[config.mk]
export PLATFORM = sky130hd
export DESIGN_NAME = pcie_os_detect
export DESIGN_NICKNAME = d
export VERILOG_FILES = /design/src/rtl/pcie_os_detect.sv
export SDC_FILE = /design/constraint.sdc
export NUM_CORES = 1
export LEC_CHECK = 0
export BUFFER_PORTS_ARGS = -buffer_cell sky130_fd_sc_hd__buf_4
export CAP_MARGIN = 30
export CORE_MARGIN = 2
export CORE_UTILIZATION = 50
export DETAILED_ROUTE_END_ITERATION = 12
export HOLD_SLACK_MARGIN = 0.02
export PLACE_DENSITY = 0.81
export SLEW_MARGIN = 20
export SYNTH_ARGS = -nofsm -noshare
export SYNTH_HDL_FRONTEND = slang
export SYNTH_SLANG_ARGS = --single-unit
[constraint.sdc]
create_clock -name clk -period 2.2 [get_ports clk]
set_clock_uncertainty 0.1 [all_clocks]
set_input_delay 0.11 -clock clk [delete_from_list [all_inputs] [get_ports clk]]
set_output_delay 0.11 -clock clk [all_outputs]
set_load 0.05 [all_outputs]
[src/rtl/pcie_os_detect.sv]
// Per-lane ordered-set detector for the 8b/10b receive path (SKP, EIOS, FTS),
// plus a skew-tolerant "EIOS seen on all active lanes" aggregate event.
module pcie_os_detect #(
   parameter int NUM_LANES = 4,
   parameter int MAX_SKP   = 5,
   parameter int CNT_W     = 3
) (
   input  logic                       clk,
   input  logic                       rst,
   input  logic [NUM_LANES*8-1:0]     sym_data,
   input  logic [NUM_LANES-1:0]       sym_k,
   input  logic [NUM_LANES-1:0]       sym_valid,
   input  logic [NUM_LANES-1:0]       lane_mask,
   input  logic                       clr,
   output logic [NUM_LANES-1:0]       skp_det,
   output logic [NUM_LANES*CNT_W-1:0] skp_cnt,
   output logic [NUM_LANES-1:0]       eios_det,
   output logic [NUM_LANES-1:0]       fts_det,
   output logic [NUM_LANES-1:0]       os_err,
   output logic [NUM_LANES-1:0]       eios_seen,
   output logic                       eios_all
);

   localparam logic [7:0] SYM_COM = 8'hBC;
   localparam logic [7:0] SYM_SKP = 8'h1C;
   localparam logic [7:0] SYM_FTS = 8'h3C;
   localparam logic [7:0] SYM_IDL = 8'h7C;
   localparam logic [2:0] MAX_SKP_C = 3'(MAX_SKP);
   // cnt value at which the next matching IDL/FTS is the 4th symbol of the OS
   localparam logic [2:0] OS_LAST_C = 3'd2;

   typedef enum logic [2:0] {ST_IDLE, ST_COM, ST_SKP, ST_IDL, ST_FTS} lane_state_e;

   for (genvar i = 0; i < NUM_LANES; i++) begin : g_lane
      logic [7:0]       data;
      logic             is_com, is_skp, is_idl, is_fts, is_run;
      logic             restart;
      lane_state_e      st_q, st_d;
      logic [2:0]       cnt_q, cnt_d;
      logic             skp_det_q, skp_det_d;
      logic             eios_det_q, eios_det_d;
      logic             fts_det_q, fts_det_d;
      logic             os_err_q, os_err_d;
      logic [CNT_W-1:0] skp_cnt_q, skp_cnt_d;

      assign data   = sym_data[8*i +: 8];
      assign is_com = sym_k[i] && (data == SYM_COM);
      assign is_skp = sym_k[i] && (data == SYM_SKP);
      assign is_idl = sym_k[i] && (data == SYM_IDL);
      assign is_fts = sym_k[i] && (data == SYM_FTS);
      assign is_run = (st_q == ST_IDL) ? is_idl : is_fts;

      always_comb begin
         // NOTE: every combinational output gets a default first so no path infers a latch.
         st_d       = st_q;
         cnt_d      = cnt_q;
         skp_cnt_d  = skp_cnt_q;
         skp_det_d  = 1'b0;
         eios_det_d = 1'b0;
         fts_det_d  = 1'b0;
         os_err_d   = 1'b0;
         restart    = 1'b0;
         if (sym_valid[i]) begin
            unique case (st_q)
               ST_IDLE: restart = 1'b1;
               ST_COM: begin
                  cnt_d = 3'd1;
                  if (is_skp)      st_d = ST_SKP;
                  else if (is_idl) st_d = ST_IDL;
                  else if (is_fts) st_d = ST_FTS;
                  else begin
                     os_err_d = 1'b1;
                     restart  = 1'b1;
                  end
               end
               ST_SKP: begin
                  if (is_skp) begin
                     if (cnt_q < MAX_SKP_C) cnt_d = cnt_q + 3'd1;
                     else begin
                        os_err_d = 1'b1;
                        st_d     = ST_IDLE;
                     end
                  end else begin
                     skp_det_d = 1'b1;
                     skp_cnt_d = CNT_W'(cnt_q);
                     restart   = 1'b1;
                  end
               end
               ST_IDL, ST_FTS: begin
                  if (is_run) begin
                     if (cnt_q == OS_LAST_C) begin
                        eios_det_d = (st_q == ST_IDL);
                        fts_det_d  = (st_q == ST_FTS);
                        st_d       = ST_IDLE;
                     end else begin
                        cnt_d = cnt_q + 3'd1;
                     end
                  end else begin
                     os_err_d = 1'b1;
                     restart  = 1'b1;
                  end
               end
               default: st_d = ST_IDLE;
            endcase
            // the symbol that ends or breaks an OS is re-judged as if seen in IDLE
            if (restart) st_d = is_com ? ST_COM : ST_IDLE;
         end
      end

      always_ff @(posedge clk) begin
         // NOTE: state registers use non-blocking assignments so every flop samples pre-edge values.
         if (rst) begin
            st_q       <= ST_IDLE;
            cnt_q      <= '0;
            skp_cnt_q  <= '0;
            skp_det_q  <= 1'b0;
            eios_det_q <= 1'b0;
            fts_det_q  <= 1'b0;
            os_err_q   <= 1'b0;
         end else begin
            st_q       <= st_d;
            cnt_q      <= cnt_d;
            skp_cnt_q  <= skp_cnt_d;
            skp_det_q  <= skp_det_d;
            eios_det_q <= eios_det_d;
            fts_det_q  <= fts_det_d;
            os_err_q   <= os_err_d;
         end
      end

      assign skp_det[i]                 = skp_det_q;
      assign skp_cnt[CNT_W*i +: CNT_W]  = skp_cnt_q;
      assign eios_det[i]                = eios_det_q;
      assign fts_det[i]                 = fts_det_q;
      assign os_err[i]                  = os_err_q;
   end

   logic [NUM_LANES-1:0] eios_seen_q, eios_seen_d;
   logic                 eios_all_q, eios_all_d;

   always_comb begin
      eios_all_d  = (lane_mask != '0) && ((eios_seen_q & lane_mask) == lane_mask);
      eios_seen_d = (clr || eios_all_d) ? '0 : eios_seen_q;
      // a fresh EIOS always survives a simultaneous clear
      eios_seen_d = eios_seen_d | eios_det;
   end

   always_ff @(posedge clk) begin
      if (rst) begin
         eios_seen_q <= '0;
         eios_all_q  <= 1'b0;
      end else begin
         eios_seen_q <= eios_seen_d;
         eios_all_q  <= eios_all_d;
      end
   end

   assign eios_seen = eios_seen_q;
   assign eios_all  = eios_all_q;

endmodule

==> results.yml, run 1 <==
power:
  p_leak_uw: 0.00192
  peakVddDrop_v: 0.000461
  p_total_uw: 2260
  p_per_area_nw_per_um2: 474
min_path:
  worstHoldPathCells: 4
  whs_endpoint: "eios_seen[3]$_SDFF_PP0_"
  min-delay-start: "clr"
  hold_path_class: "input pin to flip-flop"
yosys:
  synth-async-reset-ratio: 0
  ys_top_cells_by_area: "dfxtp_1 (30%), nor2_1 (4.8%), mux2i_1 (4.3%)"
  synth_seq_cells: 57
  synthXorXnorAreaFrac: 0.00701
  synth_cells: 465
  synth-adder-area-share: 0.0267
  ys_types: 71
  synth_flop_cell: "dfxtp_1"
  synth_top_area_frac: 0.304
  synth_top_family_by_area: "simple AND/OR/NAND/NOR gates"
  yosys.area_share.simple: 0.328
  synth-edff-count: 0
  post-synth-top-count-cell: "dfxtp_1"
  synth_compound_area_frac: 0.209
  syn_nets: 520
  avgSynthCellArea_um2: 8.06
  syn_area_um2: 3750
  synth_common_cells: "dfxtp_1 (57), nor2_1 (48), nand2_1 (27)"
  yosysSeqAreaShare: 0.304
  synthMuxAreaShare: 0.0517
  yosys.area.top_type: "dfxtp_1"
  synth_warnings: 0
final_layout:
  area_growth_pct: 27.4
  layout.nets: 606
  antennaDiodeCount: 0
  drive_above_1_share: 0.246
routing:
  drt-pass1-iter-count: 5
  vias: 3871
  final_antenna_net_count: 0
  routed_via_density: 5.91
  drc_errors: 0
  drt_iter0_markers: 178
  drt-total-wl_um: 9610
  wl_per_cell_um: 14.7
setup_path:
  end_kind: "flip-flop"
  crit_family: "simple AND/OR/NAND/NOR gates"
  reg2reg_from: "g_lane[2].st_q[2]$_SDFFE_PP0P_"
  required_ns: 2.35
  cpPeakStageDelay_ns: 0.49
  r2r-end: "g_lane[2].cnt_q[2]$_SDFFE_PP0P_"
  cp.arrival_ns: 2.28
  crit_chain: "nor3b_4 -> nand2_1 -> a221o_1 -> or4_4 -> a221oi_2"
  critical_path.slowest_cell: "dfxtp_1"
  reg2regPathDepth: 5
  start_kind: "flip-flop"
  crit_fanout: 8
  crit_buf_inv: 0
  reg2reg_slack_ns: 0.07
  worstSetupPathType: "flip-flop to flip-flop"
floorplanning:
  core_area_um2: 7250
  die_height_um: 90.6
  fp-row-count: 31
  boundaryPins: 80
  die_width_um: 90.6
  start_util: 0.517
  die_area_um2: 8210
place:
  dp_hpwl_um: 7020
  portBuffers: 79
  place.gp.congestion: 0.989
timing:
  setup_viol: 0
  setup_tns_ns: 0
  report.final.slew_viol_count: 0
  max-slew-margin-rel: 0.632
  fmax_mhz: 470
  final.min_clock_period_ns: 2.13
  hold_slack_ns: 0.0451
  rsz0062_at_grt: "no"
  min_period_over_period: 0.967
  worst_pin_slew_ns: 0.549
  hold_viol_final: 0
clock_tree:
  cts_tree: "done"
  insertion_delay_ns: 0.33
  post_cts.repair.setup_buffers: 0
  clock-sinks: 57
  clk_transition_reported_paths_ns: 0.07
  cts_max_path_buffers: 2
  cts_htree_levels: 3
  clockRootBuffer: "clkbuf_8"
  cts-buffers-inserted: 9
global_route:
  grt.overflow.total: 0
  antenna_found_initial: 0
  grt_pass1_wl_um: 15700
  grtUsageTotal: 0.229
  grt_max_degree: 26
  grt_pass1_vias: 3489
flow_run:
  cap_violations: 0
status:
  run_status: "completed"
metrics by stage:
stage / cell area [um^2] / instances / worst slack, ns / util
after floorplan: 3750 / 465 / 0.241 / -
after global placement: 4350 / 619 / 0.154 / 0.600
after detailed placement: 4350 / 619 / 0.0823 / 0.600
after CTS: 4750 / 655 / 0.0675 / 0.655
after global routing: 4780 / 655 / 0.00181 / 0.658
final: 4780 / 655 / 0.0725 / 0.658
area by class of cell:
| class | count | area, um^2 |
|---|---|---|
| fillers | 614 | 2480 |
| multi-input cells | 355 | 2360 |
| flip-flops and latches | 57 | 1140 |
| repair buffers | 112 | 891 |
| clock buffers | 11 | 141 |
| well taps | 99 | 124 |
| inverters | 16 | 60.1 |
| clock inverters | 5 | 55.1 |
cells by family (layout without fill, tap and decap cells):
logic type,count (synthesis),after routing
fa+ha+maj,8,8
compound gates,110,110
flops,57,57
xor+xnor,3,3
simple gates,215,215
mux,19,19
buf+inv,53,144
layout by cell type (no fill, tap or decap), types with 4 or more instances in the layout:
master and n:
a211oi_1 6, a21oi_1 20, a31oi_1 7, a32o_1 4
and3_1 4, and4_1 5, buf_4 92, clkbuf_8 10
dfxtp_1 55, dlygate4sd3_1 20, ha_1 8, inv_1 16
mux2i_1 16, nand2_1 27, nand2b_1 9, nand3_1 12
nand3b_1 4, nand4_1 14, nor2_1 48, nor2b_1 24
nor3_1 13, nor3b_1 7, nor4_1 10, o2111ai_1 5
o211ai_1 5, o21a_1 6, o21ai_0 16, o31ai_1 5
or2_2 6
sequential cells by signal, indices dropped and copies added (netlist names):
| signal | flops |
|---|---|
| g_lane.eios_det_q | 4 |
| g_lane.st_q | 12 |
| g_lane.skp_cnt_q | 12 |
| eios_seen | 4 |
| eios_all | 1 |
| g_lane.skp_det_q | 4 |
| g_lane.os_err_q | 4 |
| g_lane.cnt_q | 12 |
| g_lane.fts_det_q | 4 |
timing repair:
item,in CTS,in global routing
endpoints found under the setup margin,0,5
hold buffers,20,0
gates resized for setup,0,7
endpoints found under the hold margin,27,0
worst max path at each step:
stage | to | start | slack [ns] | depth (start not counted)
5_1_grt | g_lane[2].cnt_q[2]$_SDFFE_PP0P_ | g_lane[2].cnt_q[0]$_SDFFE_PP0P_ | 0.002 | 7
6_report | g_lane[2].cnt_q[2]$_SDFFE_PP0P_ | g_lane[2].st_q[2]$_SDFFE_PP0P_ | 0.07 | 5
2_1_floorplan | g_lane[2].cnt_q[2]$_SDFFE_PP0P_ | g_lane[2].cnt_q[0]$_SDFFE_PP0P_ | 0.24 | 7
3_3_place_gp | g_lane[2].cnt_q[2]$_SDFFE_PP0P_ | g_lane[2].st_q[1]$_SDFFE_PP0P_ | 0.15 | 5
3_5_place_dp | g_lane[2].cnt_q[2]$_SDFFE_PP0P_ | g_lane[2].st_q[1]$_SDFFE_PP0P_ | 0.08 | 5
4_1_cts | g_lane[2].cnt_q[2]$_SDFFE_PP0P_ | g_lane[2].st_q[1]$_SDFFE_PP0P_ | 0.07 | 5
power by group:
group	switching [uW]	internal [uW]	total, uW
clock	427	550	977
sequential	7.70	1040	1040
combinational	121	121	241
total	556	1710	2260
layer usage:
layer | vias to the layer above | track usage | wire length, um
met3 | 14 | 0.0509 | 588
li1 | 1899 | - | -
met4 | 0 | 0.0859 | 145
met1 | 1810 | 0.275 | 4060
met2 | 148 | 0.400 | 4820
met5 | - | 0 | 0
worst reg2reg max path, cell delays in order (launching register included):
cell and delay [ns]:
dfxtp_1 0.49, nor3b_4 0.31, nand2_1 0.08, a221o_1 0.40
or4_4 0.44, a221oi_2 0.22
No activity file was read; power rests on OpenSTA's default activity.
==> run 2: changes to the inputs <==
--- a/config.mk
+++ b/config.mk
@@ -7,7 +7,7 @@
 export LEC_CHECK = 0
 export BUFFER_PORTS_ARGS = -buffer_cell sky130_fd_sc_hd__buf_4
 export CAP_MARGIN = 30
-export CORE_MARGIN = 2
+export CORE_MARGIN = 1.5
 export CORE_UTILIZATION = 50
 export DETAILED_ROUTE_END_ITERATION = 12
 export HOLD_SLACK_MARGIN = 0.02
==> run 2 against run 1 <==
Total power down 4.2%. Combinational power about the same. Fmax grew 1.9%. Via count is 0.96% lower. Hold slack barely moved. Cell area decreased by 0.58%. Clock power down 9.5%.
==> results.yml, run 2 (synthesis results as in run 1) <==
global_route:
  grtUsageMet1: 0.308
  grt_max_degree: 23
  top_usage_layer: "met2"
  antenna_found_initial: 0
  grt_pass1_wl_um: 15300
  grt_pass1_vias: 3444
  grt.overflow.total: 0
  grtUsageMet2: 0.400
  grtUsageTotal: 0.243
  use_met3: 0.0503
floorplanning:
  die_height_um: 89.6
  boundaryPins: 80
  core_area_um2: 7250
  fp-row-count: 31
  die_area_um2: 8030
  die_width_um: 89.6
  start_util: 0.517
routing:
  drt-pass1-iter-count: 4
  routed_via_density: 5.89
  final_antenna_net_count: 0
  wl_per_cell_um: 14.7
  drt-total-wl_um: 9580
  drt_iter0_markers: 145
  vias: 3834
  drc_errors: 0
final_layout:
  layout_common_cells: "buf_4 (92), dfxtp_1 (52), nor2_1 (48)"
  final_common_cell: "buf_4"
  antennaDiodeCount: 0
  drive_above_1_share: 0.246
  layout.nets: 605
  finalNonFillerCells: 651
  reg_top3: "g_lane.cnt_q: 12 flops, g_lane.skp_cnt_q: 12 flops, g_lane.st_q: 12 flops"
  area_growth_pct: 26.6
timing:
  rsz0062_at_grt: "no"
  min_period_over_period: 0.949
  max-slew-margin-rel: 0.613
  setup_tns_ns: 0
  report.final.slew_viol_count: 0
  final.min_clock_period_ns: 2.09
  hold_slack_ns: 0.0450
  hold_viol_final: 0
  fmax_mhz: 479
  setup_viol: 0
  worst_pin_slew_ns: 0.580
min_path:
  worstHoldPathCells: 4
  min-delay-start: "sym_data[0]"
  whs_endpoint: "g_lane[0].st_q[0]$_SDFFE_PP0P_"
  hold_path_class: "input pin to flip-flop"
setup_path:
  reg2reg_from: "g_lane[3].st_q[2]$_SDFFE_PP0P_"
  reg2regPathDepth: 5
  crit_family: "simple AND/OR/NAND/NOR gates"
  cpPeakStageDelay_ns: 0.58
  reg2reg_slack_ns: 0.12
  end_kind: "flip-flop"
  critical_path.slowest_cell: "or4_1"
  crit_buf_inv: 2
  start_kind: "input pin"
  crit_fanout: 4
  cp.arrival_ns: 2.25
  crit_cells: 7
  crit_chain: "dlygate4sd3_1 -> buf_4 -> nand4bb_1 -> or4_1 -> a21bo_2 -> nor3_2 -> mux2i_1"
  worstSetupPathType: "input pin to flip-flop"
  r2r-end: "g_lane[3].cnt_q[1]$_SDFFE_PP0P_"
  required_ns: 2.36
clock_tree:
  cts_max_path_buffers: 2
  cts_htree_levels: 3
  cts_tree: "done"
  clockRootBuffer: "clkbuf_8"
  clk_transition_reported_paths_ns: 0.06
  insertion_delay_ns: 0.33
  cts-buffers-inserted: 9
  clock-sinks: 57
flow_run:
  cap_violations: 0
place:
  place.gp.congestion: 0.911
  dpl.cell_count: 618
  portBuffers: 79
  dp_hpwl_um: 6930
power:
  p_total_uw: 2170
  p_per_area_nw_per_um2: 457
  peakVddDrop_v: 0.000513
  p_leak_uw: 0.00190
status:
  run_status: "completed"
-- run 2: cell count changes in the layout (fill, tap and decap cells not counted), sizes merged --
| cell | before | now |
|---|---|---|
| clkinvlp | 2 | 0 |
| clkbuf | 11 | 12 |
| clkinv | 2 | 0 |
| dlygate4sd3 | 20 | 19 |
-- run 2: per-stage QoR --
| stage | worst slack, ns | utilization | instance area [um^2] |
|---|---|---|---|
| final | 0.113 | 0.655 | 4750 |
| after global placement | 0.165 | 0.599 | 4340 |
| after global routing | 0.0113 | 0.655 | 4750 |
| after floorplan | 0.241 | - | 3750 |
| after CTS | 0.0393 | 0.648 | 4700 |
| after detailed placement | 0.0704 | 0.599 | 4340 |
-- run 2: how the worst max path moves through the flow --
stage                                     from                         endpoint
6_report                           sym_data[8]  g_lane[1].cnt_q[1]$_SDFFE_PP0P_
5_1_grt         g_lane[3].st_q[2]$_SDFFE_PP0P_  g_lane[3].cnt_q[1]$_SDFFE_PP0P_
4_1_cts         g_lane[2].st_q[0]$_SDFFE_PP0P_  g_lane[2].cnt_q[2]$_SDFFE_PP0P_
3_5_place_dp   g_lane[2].cnt_q[0]$_SDFFE_PP0P_  g_lane[2].cnt_q[2]$_SDFFE_PP0P_
3_3_place_gp    g_lane[2].st_q[1]$_SDFFE_PP0P_  g_lane[2].cnt_q[2]$_SDFFE_PP0P_
2_1_floorplan  g_lane[2].cnt_q[0]$_SDFFE_PP0P_  g_lane[2].cnt_q[2]$_SDFFE_PP0P_
-- run 2: power breakdown --
| part | switching, uW | internal, uW | total [uW] | leakage, uW |
|---|---|---|---|---|
| Clock | 378 | 506 | 884 | 0.0000824 |
| Combinational | 120 | 118 | 238 | 0.00136 |
| Sequential | 8.52 | 1040 | 1050 | 0.000462 |
-- run 2: area by class of cell --
class | count | area (um^2)
clock buffers | 12 | 135
inverters | 16 | 60.1
clock inverters | 1 | 30.0
repair buffers | 111 | 881
well taps | 99 | 124
fillers | 603 | 2500
multi-input cells | 355 | 2370
flip-flops and latches | 57 | 1150
-- run 2: tightest hold or removal path, stage by stage --
cell and delay (ns):
buf_4 0.09, nor4_1 0.06, o21ai_0 0.08, a31oi_1 0.09
-- run 2: metal layers --
| metal | wire (um) | vias to the layer above |
|---|---|---|
| li1 | - | 1884 |
| met1 | 4060 | 1773 |
| met2 | 4700 | 159 |
| met3 | 679 | 18 |
| met4 | 142 | 0 |
| met5 | 0 | - |
-- run 2: what timing repair did --
| action | CTS | global route |
|---|---|---|
| buffers inserted | 0 | 1 |
| hold buffers | 19 | 0 |
| hold endpoints to repair | 19 | 0 |
| setup endpoints to repair | 0 | 7 |
| resized for setup | 0 | 12 |
